**src/rtl/btn_pkg.sv**
```systemverilog
// Shared definitions for the button-handling blocks.
//   state_e              : click-decoder FSM state encoding
//   TICKS_PER_MS_DEFAULT : 1 us ticks per ms, the default for every tick consumer
package btn_pkg;

    typedef enum logic [1:0] {
        ST_IDLE = 2'd0,
        ST_ONE  = 2'd1,
        ST_TWO  = 2'd2
    } state_e;

    localparam int unsigned TICKS_PER_MS_DEFAULT = 1000;

endpackage

```
**src/rtl/btn_click_decoder_if.sv**
```systemverilog
// Signal bundle between the button debouncer side and the click decoder.
//   i_tick_1us  : one-clk pulse every 1 us
//   i_btn_pulse : one-clk debounced press pulse
//   o_single    : one-clk pulse, single click resolved
//   o_double    : one-clk pulse, double click resolved
//   o_triple    : one-clk pulse, triple click resolved
//   o_busy      : high while a click group is open
// master drives the inputs and observes the events; slave is the decoder.
interface btn_click_decoder_if;

    logic i_tick_1us;
    logic i_btn_pulse;
    logic o_single;
    logic o_double;
    logic o_triple;
    logic o_busy;

    modport master (
        output i_tick_1us,
        output i_btn_pulse,
        input  o_single,
        input  o_double,
        input  o_triple,
        input  o_busy
    );

    modport slave (
        input  i_tick_1us,
        input  i_btn_pulse,
        output o_single,
        output o_double,
        output o_triple,
        output o_busy
    );

endinterface

```
**src/rtl/ms_window_timer.sv**
```systemverilog
// Click-grouping window timer: counts 1 us ticks into ms and flags the end of
// a DBL_WIN_MS window.
//   clk        : system clock
//   rst        : asynchronous active-low reset
//   i_tick_1us : 1 us tick
//   i_clear    : restart the window (counters to 0)
//   i_run      : counters advance only while high, otherwise held at 0
//   o_timeout  : combinational, high on the tick that completes the window
module ms_window_timer
    import btn_pkg::*;
#(
    parameter int unsigned DBL_WIN_MS   = 300,
    parameter int unsigned TICKS_PER_MS = TICKS_PER_MS_DEFAULT
) (
    input  logic clk,
    input  logic rst,
    input  logic i_tick_1us,
    input  logic i_clear,
    input  logic i_run,
    output logic o_timeout
);

    localparam int unsigned UW = (TICKS_PER_MS > 1) ? $clog2(TICKS_PER_MS) : 1;
    localparam int unsigned MW = ($clog2(DBL_WIN_MS + 1) > 0) ? $clog2(DBL_WIN_MS + 1) : 1;

    localparam logic [UW-1:0] US_LAST = UW'(TICKS_PER_MS - 1);
    localparam logic [MW-1:0] MS_LAST = MW'(DBL_WIN_MS - 1);

    logic [UW-1:0] r_us_cnt;
    logic [MW-1:0] r_ms_cnt;
    logic          w_ms_tick;

    assign w_ms_tick = i_run && i_tick_1us && (r_us_cnt == US_LAST);
    assign o_timeout = w_ms_tick && (r_ms_cnt == MS_LAST);

    always_ff @(posedge clk or negedge rst) begin
        if (!rst) begin
            r_us_cnt <= '0;
            r_ms_cnt <= '0;
        end else if (!i_run || i_clear) begin
            // A clear outranks a coincident tick, so a press on the timeout
            // tick discards that tick and restarts the window.
            r_us_cnt <= '0;
            r_ms_cnt <= '0;
        end else if (i_tick_1us) begin
            if (w_ms_tick) begin
                r_us_cnt <= '0;
                r_ms_cnt <= (r_ms_cnt == MS_LAST) ? '0 : r_ms_cnt + MW'(1);
            end else begin
                r_us_cnt <= r_us_cnt + UW'(1);
            end
        end
    end

endmodule

```
**src/rtl/btn_click_decoder.sv**
```systemverilog
// Groups debounced presses into single/double/triple click events. Each press
// restarts a DBL_WIN_MS window; a window expiry resolves the group, a third
// press resolves it immediately as a triple.
//   clk : system clock
//   rst : asynchronous active-low reset
//   bus : btn_click_decoder_if.slave (tick/press in, event pulses and busy out)
module btn_click_decoder
    import btn_pkg::*;
#(
    parameter int unsigned DBL_WIN_MS   = 300,
    parameter int unsigned TICKS_PER_MS = TICKS_PER_MS_DEFAULT
) (
    input  logic                  clk,
    input  logic                  rst,
    btn_click_decoder_if.slave    bus
);

    state_e r_state;
    logic   r_single;
    logic   r_double;
    logic   r_triple;
    logic   r_busy;
    logic   w_timeout;
    logic   w_run;

    assign w_run = (r_state != ST_IDLE);

    ms_window_timer #(
        .DBL_WIN_MS   (DBL_WIN_MS),
        .TICKS_PER_MS (TICKS_PER_MS)
    ) u_timer (
        .clk        (clk),
        .rst        (rst),
        .i_tick_1us (bus.i_tick_1us),
        .i_clear    (bus.i_btn_pulse),
        .i_run      (w_run),
        .o_timeout  (w_timeout)
    );

    always_ff @(posedge clk or negedge rst) begin
        if (!rst) begin
            r_state  <= ST_IDLE;
            r_single <= 1'b0;
            r_double <= 1'b0;
            r_triple <= 1'b0;
            r_busy   <= 1'b0;
        end else begin
            r_single <= 1'b0;
            r_double <= 1'b0;
            r_triple <= 1'b0;
            case (r_state)
                ST_IDLE: begin
                    if (bus.i_btn_pulse) begin
                        r_state <= ST_ONE;
                        r_busy  <= 1'b1;
                    end
                end
                ST_ONE: begin
                    // Press checked first: a press on the timeout tick stays in-window.
                    if (bus.i_btn_pulse) begin
                        r_state <= ST_TWO;
                    end else if (w_timeout) begin
                        r_state  <= ST_IDLE;
                        r_single <= 1'b1;
                        r_busy   <= 1'b0;
                    end
                end
                ST_TWO: begin
                    if (bus.i_btn_pulse) begin
                        r_state  <= ST_IDLE;
                        r_triple <= 1'b1;
                        r_busy   <= 1'b0;
                    end else if (w_timeout) begin
                        r_state  <= ST_IDLE;
                        r_double <= 1'b1;
                        r_busy   <= 1'b0;
                    end
                end
                default: begin
                    r_state <= ST_IDLE;
                    r_busy  <= 1'b0;
                end
            endcase
        end
    end

    assign bus.o_single = r_single;
    assign bus.o_double = r_double;
    assign bus.o_triple = r_triple;
    assign bus.o_busy   = r_busy;

endmodule

```
**src/flat_wrapper.sv**
```systemverilog
// flat-port wrapper written by rule: the top's interface ports become plain ports
module btn_click_decoder_flat import btn_pkg::*;
#(
    parameter int unsigned DBL_WIN_MS   = 300,
    parameter int unsigned TICKS_PER_MS = TICKS_PER_MS_DEFAULT
)
  (clk, rst, bus_i_tick_1us, bus_i_btn_pulse, bus_o_single, bus_o_double, bus_o_triple, bus_o_busy);
  btn_click_decoder_if bus_i ();
  input  logic clk;
  input  logic rst;
  input wire logic [$bits(bus_i.i_tick_1us)-1:0] bus_i_tick_1us;
  input wire logic [$bits(bus_i.i_btn_pulse)-1:0] bus_i_btn_pulse;
  output wire logic [$bits(bus_i.o_single)-1:0] bus_o_single;
  output wire logic [$bits(bus_i.o_double)-1:0] bus_o_double;
  output wire logic [$bits(bus_i.o_triple)-1:0] bus_o_triple;
  output wire logic [$bits(bus_i.o_busy)-1:0] bus_o_busy;
  assign bus_i.i_tick_1us = bus_i_tick_1us;
  assign bus_i.i_btn_pulse = bus_i_btn_pulse;
  assign bus_o_single = bus_i.o_single;
  assign bus_o_double = bus_i.o_double;
  assign bus_o_triple = bus_i.o_triple;
  assign bus_o_busy = bus_i.o_busy;
  btn_click_decoder #(.DBL_WIN_MS(DBL_WIN_MS), .TICKS_PER_MS(TICKS_PER_MS)) u_core (.clk(clk), .rst(rst), .bus(bus_i));
endmodule
```
**config.mk**
```make
export PLATFORM = sky130hd
export DESIGN_NAME = btn_click_decoder_flat
export DESIGN_NICKNAME = d
export VERILOG_FILES = /design/src/rtl/btn_pkg.sv /design/src/rtl/btn_click_decoder_if.sv /design/src/rtl/ms_window_timer.sv /design/src/rtl/btn_click_decoder.sv /design/src/flat_wrapper.sv
export SDC_FILE = /design/constraint.sdc
export NUM_CORES = 1
export LEC_CHECK = 0
export BUFFER_PORTS_ARGS = -buffer_cell sky130_fd_sc_hd__buf_2
export CAP_MARGIN = 20
export CORE_MARGIN = 2
export CORE_UTILIZATION = 53
export CTS_CLUSTER_DIAMETER = 150
export DETAILED_ROUTE_END_ITERATION = 10
export PLACE_DENSITY = 0.7
export SLEW_MARGIN = 20
export SYNTH_ARGS = -nofsm -noshare
export SYNTH_HDL_FRONTEND = slang
export SYNTH_HIERARCHICAL = 1
export SYNTH_SLANG_ARGS = --single-unit
```
**constraint.sdc**
```tcl
create_clock -name clk -period 1.7 [get_ports clk]
set_input_delay 0.255 -clock clk [delete_from_list [all_inputs] [get_ports clk]]
set_output_delay 0.255 -clock clk [all_outputs]
set_load 0.02 [all_outputs]
```
Word-level counts from Yosys, hierarchy flattened
Index checks and enable logic that the tools add are counted.

word-level totals
  input bits = 4
  output and inout bits = 4
  logic and storage cells = 49
  bits in registers = 25

operators by class
  eq/ne operators = 6
  reduce and logical (&&, ||, !) cells = 11
  add/subtract/negate cells = 2
  mux-type cells = 23

operators by type and width
  cell                   number
  $mux 9                 4
  $mux 10                3
  $add 10x1->10 const B  1
  $eq 10x10->1 const B   1
  $mux 1                 10
  $add 9x1->9 const B    1
  $eq 9x9->1 const B     1
  $mux 2                 4
  $pmux 2 s3             1
  $reduce_bool 2->1      3
  $ne 2x2->1 const B     2
  $reduce_and 2->1       2
  $logic_and 1x1->1      3
  $pmux 1 s3             1
  $eq 2x1->1 const B     1
  $eq 2x2->1 const B     1
  $logic_not 2->1        1
  $logic_not 1->1        1
  $logic_or 1x1->1       1

Longest topological paths before layout
Gate-level depths: netlist of the first run.

  depth after elaboration = 7
  mapped depth = 7
  gate-level depth less buffers = 7

By module
Netlist of the first run, hierarchy kept.

modules (own cells, without submodules)
  module             cells an instance  instances  area an instance (um2)  sequential area each (um2)
  ms_window_timer    106                1          1,052.3                 475.5
  btn_click_decoder  23                 1          251.5                   150.1

Least setup slack after synthesis of the first run
OpenSTA, ideal clock, no wires.

  path kind = register -> register
  start = reg u_core.r_state[0]
  end = reg u_core.r_state[0]
  data required time = 1,627 ps
  stages on the path, launching flop included = 7
  data arrival time = 1,691 ps
  period minus slack after synthesis = 1,765 ps
  slack = -65 ps
  path buffers = 0
  library setup time = 73 ps
  cell sequence = dfrtp_1 -> or2_2 -> and4b_2 -> nand2_2 -> nor3_1 -> or3b_1 -> a21oi_2

between the ends
  word-level cells in the longest chain between the ends = 7
  elaborated cells between the ends (all ways) = 12
  classes of those cells = 3 x eq/ne; 4 x mux; 5 x reduce/logical

RTL lines
  item                               RTL line                 RTL
  from (decl)                        btn_click_decoder.sv:18  state_e r_state;
  from (signal assigned)             btn_click_decoder.sv:42  r_state <= ST_IDLE;
  from (signal assigned)             btn_click_decoder.sv:54  r_state <= ST_ONE;
  from (signal assigned)             btn_click_decoder.sv:61  r_state <= ST_TWO;
  $reduce_bool 2->1 *                btn_click_decoder.sv:26  assign w_run = (r_state != ST_IDLE);
  via u_core.w_run                   btn_click_decoder.sv:24  logic w_run;
  $logic_and 1x1->1 * (2 in series)  ms_window_timer.sv:33    assign w_ms_tick = i_run && i_tick_1us && (r_us_cnt == US_LAST);
  $logic_and 1x1->1 *                ms_window_timer.sv:34    assign o_timeout = w_ms_tick && (r_ms_cnt == MS_LAST);
  via u_core.w_timeout               btn_click_decoder.sv:23  logic w_timeout;
  $mux 2 *                           --
  $mux 2, on equally long branches   --
  $pmux 2 s3 *                       btn_click_decoder.sv:51  case (r_state)

The timed path passes the listed nets; every way through them passes the cells marked *.
A chain may end at the register's enable or synchronous reset.

Final worst setup path of the first run
  start = reg u_core.u_timer.r_ms_cnt[2]
  end = reg u_core.u_timer.r_ms_cnt[3]

between the ends
  word-level cells in the longest chain between the ends = 5
  elaborated cells between the ends (all ways) = 6
  classes of those cells = 1 x add/sub; 1 x eq/ne; 4 x mux

RTL lines
  item                                       RTL line               RTL
  from (decl)                                ms_window_timer.sv:30  logic [MW-1:0] r_ms_cnt;
  from (signal assigned)                     ms_window_timer.sv:48  r_ms_cnt <= (r_ms_cnt == MS_LAST) ? '0 : r_ms_cnt + MW'(1);
  $add 9x1->9 or $eq 9x9->1 (tied branches)  ms_window_timer.sv:48
  $mux 9 *                                   ms_window_timer.sv:48
  $mux 9 *                                   ms_window_timer.sv:46  if (w_ms_tick) begin
  $mux 9 *                                   ms_window_timer.sv:45  end else if (i_tick_1us) begin
  $mux 9 *                                   ms_window_timer.sv:40  end else if (!i_run || i_clear) begin

Every way passes the cells marked *; elsewhere a longest branch is shown, timed or not. The select of a mux whose other input is x is not followed.

==> results.sh, run 1 <==
export IMPL_status="finished clean"
export IMPL_clkLatencyLatePin_ns=0.31
export IMPL_synth_top_area_share=0.480
export IMPL_timing_final_crit_share=1.00
export IMPL_grt_ovfl_total=0
export IMPL_syn_area_per_cell_um2=10.1
export IMPL_clkSinkCount=25
export IMPL_fin_setup_tns_ns=0
export IMPL_syn_num_nets=135
export IMPL_place_area_um2=1490
export IMPL_final_common_cell="dfrtp_1"
export IMPL_place_inst=178
export IMPL_synth_area_leaders="dfrtp_1, xor2_1, nor2_1"
export IMPL_final_layout_size_suffix_gt1_frac=0.325
export IMPL_ys_warnings_count=6
export IMPL_hold_slack_ns=0.201
export IMPL_grt_antenna_before_repair=0
export IMPL_clk_pin_slew_ns=0.13
export IMPL_ir_drop_mv=0.723
export IMPL_finalWirelength_um=2770
export IMPL_cts_inserted_buffers=3
export IMPL_ys_types=38
export IMPL_final_cell_area_um2=1620
export IMPL_skew_ns=0.00205
export IMPL_timing_final_ws_setup_ns=0.000551
export IMPL_start_util=0.573
export IMPL_synth_edf_count=0
export IMPL_worst_pin_slew_ns=0.556
export IMPL_grt_usage=0.214
export IMPL_total_power_mw=1.35
export IMPL_crit_fanout=4
export IMPL_drc_errors=0
export IMPL_async_reset_ff_frac=1.00
export IMPL_crit_type="register to register"
export IMPL_crit_start="u_core/u_timer/r_ms_cnt[2]$_DFFE_PN0P_"
export IMPL_fin_util=0.712
export IMPL_hpwl_um=1910
export IMPL_fmax_mhz=588
export IMPL_die_area_um2=2870
export IMPL_diodes=0
export IMPL_place_gp_congestion=0.834
export IMPL_design_core_area_um2=2280
export IMPL_maxCapViolCount=0
export IMPL_ys_flop_type="dfrtp_1"
export IMPL_multiInputGateArea_um2=726
export IMPL_min_from="bus_i_tick_1us"
export IMPL_netlist_area_um2=1300
export IMPL_finalSetupViolCount=0
export IMPL_synthToLayoutAreaGrowth_pct=24.3
export IMPL_hold_viol_final=0
export IMPL_finalNonFillerCells=188
export IMPL_io_pins=8
export IMPL_drtIter0Drc=9
export IMPL_layout_nets=167
export IMPL_grt_max_degree=26
export IMPL_htreeDepth=1
export IMPL_slew_headroom=0.629
export IMPL_fp_dieW_um=53.6
export IMPL_io_buffer_count=7
export IMPL_yosysSeqAreaShare=0.480
export IMPL_synth_cells=129
export IMPL_vias=1063
export IMPL_critPathLaunchType="register"
export IMPL_avgRoutedWirePerCell_um=14.7
export IMPL_postRouteAntennaNets=0
export IMPL_pre_cts_ws_ns=0.0571
export IMPL_arrival_ns=1.91
export IMPL_mostFrequentLayoutCells="dfrtp_1, buf_4, nor2_1"
export IMPL_crit_path_end_kind="register"
export IMPL_seq_area_um2=626
export IMPL_dr_pass1_iters=4
export IMPL_rows=17
export IMPL_die_h_um=53.6
export IMPL_hold_class="input pin to register"
export IMPL_worst_r2r_setup_slack_ns=0.0006
export IMPL_grt_pass1_wl_um=4410
export IMPL_crit_reg2reg_launch="u_core/u_timer/r_ms_cnt[2]$_DFFE_PN0P_"
export IMPL_cts_tree="done"
export IMPL_drv_slew=0
export IMPL_clock_tree_buffer_depth=2
export IMPL_period_minus_slack_ns=1.70
export IMPL_yosysTopAreaCell="dfrtp_1"
export IMPL_synth_seq_cells=25
export IMPL_cp_data_required_time_ns=1.91
export IMPL_p_per_area_nw_per_um2=833
export IMPL_root_buffer="clkbuf_4"
export IMPL_grt_pass1_vias=1032
export IMPL_rsz0062_at_grt="true"
export IMPL_fill_cells=179
export IMPL_p_leak_nw=0.725
export IMPL_viasPerCell=5.65
area by class of cell:
| cell class | instances | area share |
|---|---|---|
| Inverter | 3 | 0.00695 |
| Clock inverter | 1 | 0.00309 |
| Multi-Input combinational cell | 101 | 0.448 |
| Timing Repair Buffer | 27 | 0.120 |
| Sequential cell | 25 | 0.386 |
| Clock buffer | 3 | 0.0139 |
| Tap cell | 28 | 0.0216 |
critical path, cell delays in order, from the launching register on:
cell     delay (ns)
dfrtp_1        0.42
nor4_2         0.30
nand4_1        0.22
buf_4          0.21
o31ai_4        0.25
buf_6          0.17
a21oi_1        0.04
registers in the layout, summed over array words and instances, names as in the netlist:
register	count
u_core/u_timer/r_ms_cnt	9
u_core/bus.o_double	1
u_core/bus.o_single	1
u_core/r_state	2
u_core/u_timer/r_us_cnt	10
u_core/bus.o_busy	1
u_core/bus.o_triple	1
final timing paths:
path / cells past startpoint / end
hold reg to reg: 2 / u_core/bus.o_busy$_DFFE_PN0P_
min in group asynchronous: 2 / u_core/u_timer/r_ms_cnt[7]$_DFFE_PN0P_
setup reg to reg: 6 / u_core/u_timer/r_ms_cnt[3]$_DFFE_PN0P_
max in group asynchronous: 2 / u_core/u_timer/r_ms_cnt[1]$_DFFE_PN0P_
setup / recovery: 6 / u_core/u_timer/r_ms_cnt[3]$_DFFE_PN0P_
hold / removal: 2 / u_core/u_timer/r_us_cnt[0]$_DFFE_PN0P_
power by group:
part | internal, mW | switching [mW]
clock network | 0.0881 | 0.176
logic | 0.193 | 0.230
registers | 0.637 | 0.0262
total | 0.919 | 0.431
synth_stat cells, types with 3 or more instances:
| cell | instances |
|---|---|
| xnor2_1 | 4 |
| or3_1 | 5 |
| nand4_1 | 5 |
| o21ai_0 | 6 |
| inv_1 | 3 |
| dfrtp_1 | 25 |
| nand3_1 | 6 |
| nand2_1 | 9 |
| nor3_1 | 5 |
| a21oi_1 | 6 |
| nor2_1 | 13 |
| nand2b_1 | 5 |
| xor2_1 | 6 |
per-layer routing:
layer | global-route usage | wire length, um | up-vias
met5 | 0 | 0 | -
met4 | 0.0769 | 25 | 0
met3 | 0.0333 | 64 | 4
met2 | 0.383 | 1420 | 12
met1 | 0.260 | 1250 | 521
li1 | - | - | 526
logic make-up after synthesis:
family | share of synthesized area
and+or+nand+nor | 0.317
DFF | 0.480
AOI/OAI and AO/OA | 0.101
xor gates and xnor gates | 0.0672
buffers and inverters | 0.00864
adders and majority gates | 0.0192
muxes | 0.00768
repair_timing:
item,4_1_cts,5_1_grt
buffers inserted,0,5
hold endpoints to repair,25,0
hold buffers,1,0
setup endpoints to repair,0,21
gates resized for setup,0,15
No activity file was read; power rests on OpenSTA's default activity.
==> run 2, diff against run 1 <==
--- a/config.mk
+++ b/config.mk
@@ -9,8 +9,8 @@
 export CAP_MARGIN = 20
 export CORE_MARGIN = 2
 export CORE_UTILIZATION = 53
-export CTS_CLUSTER_DIAMETER = 150
 export DETAILED_ROUTE_END_ITERATION = 10
+export GPL_TIMING_DRIVEN = 0
 export PLACE_DENSITY = 0.7
 export SLEW_MARGIN = 20
 export SYNTH_ARGS = -nofsm -noshare
==> results.sh, run 2 (synthesized netlist as in run 1, its figures left out) <==
export IMPL_status="finished clean"
export IMPL_finalSetupViolCount=0
export IMPL_crit_type="register to register"
export IMPL_grt_pass1_wl_um=4380
export IMPL_p_switching_uw=422
export IMPL_viasPerCell=5.67
export IMPL_hold_class="input pin to register"
export IMPL_fmax_mhz=599
export IMPL_die_area_um2=2870
export IMPL_start_util=0.573
export IMPL_maxCapViolCount=0
export IMPL_fp_dieW_um=53.6
export IMPL_grt_max_degree=26
export IMPL_finalNonFillerCells=191
export IMPL_gr_usage_met2=0.329
export IMPL_p_comb_frac=0.346
export IMPL_worst_pin_slew_ns=0.536
export IMPL_cp_data_required_time_ns=1.90
export IMPL_slew_headroom=0.643
export IMPL_fin_setup_tns_ns=0
export IMPL_largest_reg_flops=10
export IMPL_critPathLaunchType="register"
export IMPL_final_common_cell="dfrtp_1"
export IMPL_reg_largest_list="u_core/u_timer/r_us_cnt x10, u_core/u_timer/r_ms_cnt x9, u_core/r_state x2"
export IMPL_postRouteAntennaNets=0
export IMPL_cpPeakStageDelay_ns=0.42
export IMPL_drv_slew=0
export IMPL_p_per_area_nw_per_um2=855
export IMPL_place_inst=164
export IMPL_cts_tree="done"
export IMPL_rsz0062_at_grt="true"
export IMPL_grt_antenna_before_repair=0
export IMPL_layout_nets=170
export IMPL_met1_usage=0.304
export IMPL_drtIter0Drc=22
export IMPL_use_met3=0.0250
export IMPL_avgRoutedWirePerCell_um=13.9
export IMPL_clkLatencyLatePin_ns=0.30
export IMPL_swShare=0.302
export IMPL_htreeDepth=1
export IMPL_r2r_end="u_core/u_timer/r_ms_cnt[4]$_DFFE_PN0P_"
export IMPL_critPathSlowestCell="dfrtp_1"
export IMPL_p_int_uw=978
export IMPL_total_power_mw=1.40
export IMPL_clk_pin_slew_ns=0.12
export IMPL_hold_slack_ns=0.248
export IMPL_io_pins=8
export IMPL_hpwl_um=1700
export IMPL_mostFrequentLayoutCells="dfrtp_1, buf_4, nor2_1"
export IMPL_grt_ovfl_total=0
export IMPL_grt_usage=0.213
export IMPL_cts_inserted_buffers=3
export IMPL_root_buffer="clkbuf_4"
export IMPL_die_h_um=53.6
export IMPL_worst_r2r_setup_slack_ns=0.03
export IMPL_hold_viol_final=0
export IMPL_io_buffer_count=7
export IMPL_vias=1083
export IMPL_grt_busiest_layer="met2"
export IMPL_final_layout_size_suffix_gt1_frac=0.344
export IMPL_min_from="bus_i_tick_1us"
export IMPL_crit_path_end_kind="register"
export IMPL_ir_drop_mv=0.580
export IMPL_crit_top_cell="buf_4"
export IMPL_p_leak_nw=0.740
export IMPL_dr_pass1_iters=4
export IMPL_grt_pass1_vias=987
export IMPL_clkSinkCount=25
export IMPL_drc_errors=0
export IMPL_place_gp_congestion=0.865
export IMPL_arrival_ns=1.87
export IMPL_clkPwrFrac=0.178
export IMPL_period_minus_slack_ns=1.67
export IMPL_r2r_cells=6
export IMPL_pwr_share_seq=0.476
export IMPL_regMostFlops="u_core/u_timer/r_us_cnt"
export IMPL_hold_path_end="u_core/u_timer/r_us_cnt[0]$_DFFE_PN0P_"
export IMPL_rows=17
export IMPL_synthToLayoutAreaGrowth_pct=25.7
export IMPL_crit_chain="nor4_2 -> nand4_1 -> buf_4 -> o31ai_4 -> buf_4 -> a21oi_2"
export IMPL_finalWirelength_um=2650
export IMPL_timing_final_crit_share=0.982
export IMPL_skew_ns=0.00137
export IMPL_hold_path_depth=2
export IMPL_clock_tree_buffer_depth=2
export IMPL_crit_fanout=5
export IMPL_diodes=0
export IMPL_design_core_area_um2=2280
export IMPL_fin_util=0.720
export IMPL_crit_reg2reg_launch="u_core/u_timer/r_ms_cnt[6]$_DFFE_PN0P_"
-- run 2: cell count changes in the layout (fill, tap and decap cells not counted), sizes merged --
cell    change
clkbuf      +1
clkinv      -1
buf         +3
-- run 2: routing by layer --
layer  vias to the layer above  routed length (um)
met4                         0                  17
met5                         -                   0
met3                         2                  50
li1                        534                   -
met1                       539                1250
met2                         8                1330
-- run 2: final cells by class --
class	count	area, um^2
clock buffer	4	26.3
fill	157	637
inverter	3	11.3
multi-input combinational	101	721
sequential	25	628
tap	28	35.0
timing repair buffer	30	218
-- run 2: power groups by stage --
stage / Combinational, mW / Sequential, mW / Clock [mW]
after global placement: 0.275 / 0.705 / 0
after CTS: 0.418 / 0.667 / 0.266
after floorplan: 0.195 / 0.710 / 0
after global routing: 0.530 / 0.673 / 0.283
after detailed placement: 0.279 / 0.707 / 0
final: 0.484 / 0.667 / 0.249
-- run 2: per-stage QoR --
step	worst slack, ns	cell area, um^2
detailed placement	-0.178	1380
finish	0.0302	1640
floorplan	0.0316	1310
global route	-0.0744	1640
global placement	-0.145	1380
CTS	-0.0174	1530
-- run 2: repair_timing --
| action | CTS | global route |
|---|---|---|
| endpoints found under the hold margin | 25 | 0 |
| pin swaps | 10 | 5 |
| cloned | 0 | 0 |
| setup buffers | 12 | 10 |
| setup endpoints to repair | 12 | 19 |
| resized for setup | 7 | 10 |
| hold buffers | 1 | 0 |
-- run 2: critical path: cells and delay by family (launching register included) --
family | cells | cell delay (ns)
flip-flops | 1 | 0.42
AO/OA/AOI/OAI | 2 | 0.37
AND/OR/NAND/NOR | 2 | 0.43
buffers and inverters | 2 | 0.35
-- run 2: how the worst max path moves through the flow --
stage / depth (start not counted) / slack (ns) / startpoint / end
final: 6 / 0.03 / u_core/u_timer/r_ms_cnt[6]$_DFFE_PN0P_ / u_core/u_timer/r_ms_cnt[4]$_DFFE_PN0P_
after global routing: 7 / -0.07 / u_core/u_timer/r_ms_cnt[6]$_DFFE_PN0P_ / u_core/bus.o_busy$_DFFE_PN0P_
after CTS: 6 / -0.02 / u_core/u_timer/r_ms_cnt[7]$_DFFE_PN0P_ / u_core/bus.o_busy$_DFFE_PN0P_
after detailed placement: 7 / -0.18 / u_core/r_state[1]$_DFFE_PN0P_ / u_core/bus.o_busy$_DFFE_PN0P_
after global placement: 7 / -0.15 / u_core/r_state[1]$_DFFE_PN0P_ / u_core/bus.o_busy$_DFFE_PN0P_
after floorplan: 6 / 0.03 / u_core/r_state[0]$_DFFE_PN0P_ / u_core/r_state[0]$_DFFE_PN0P_
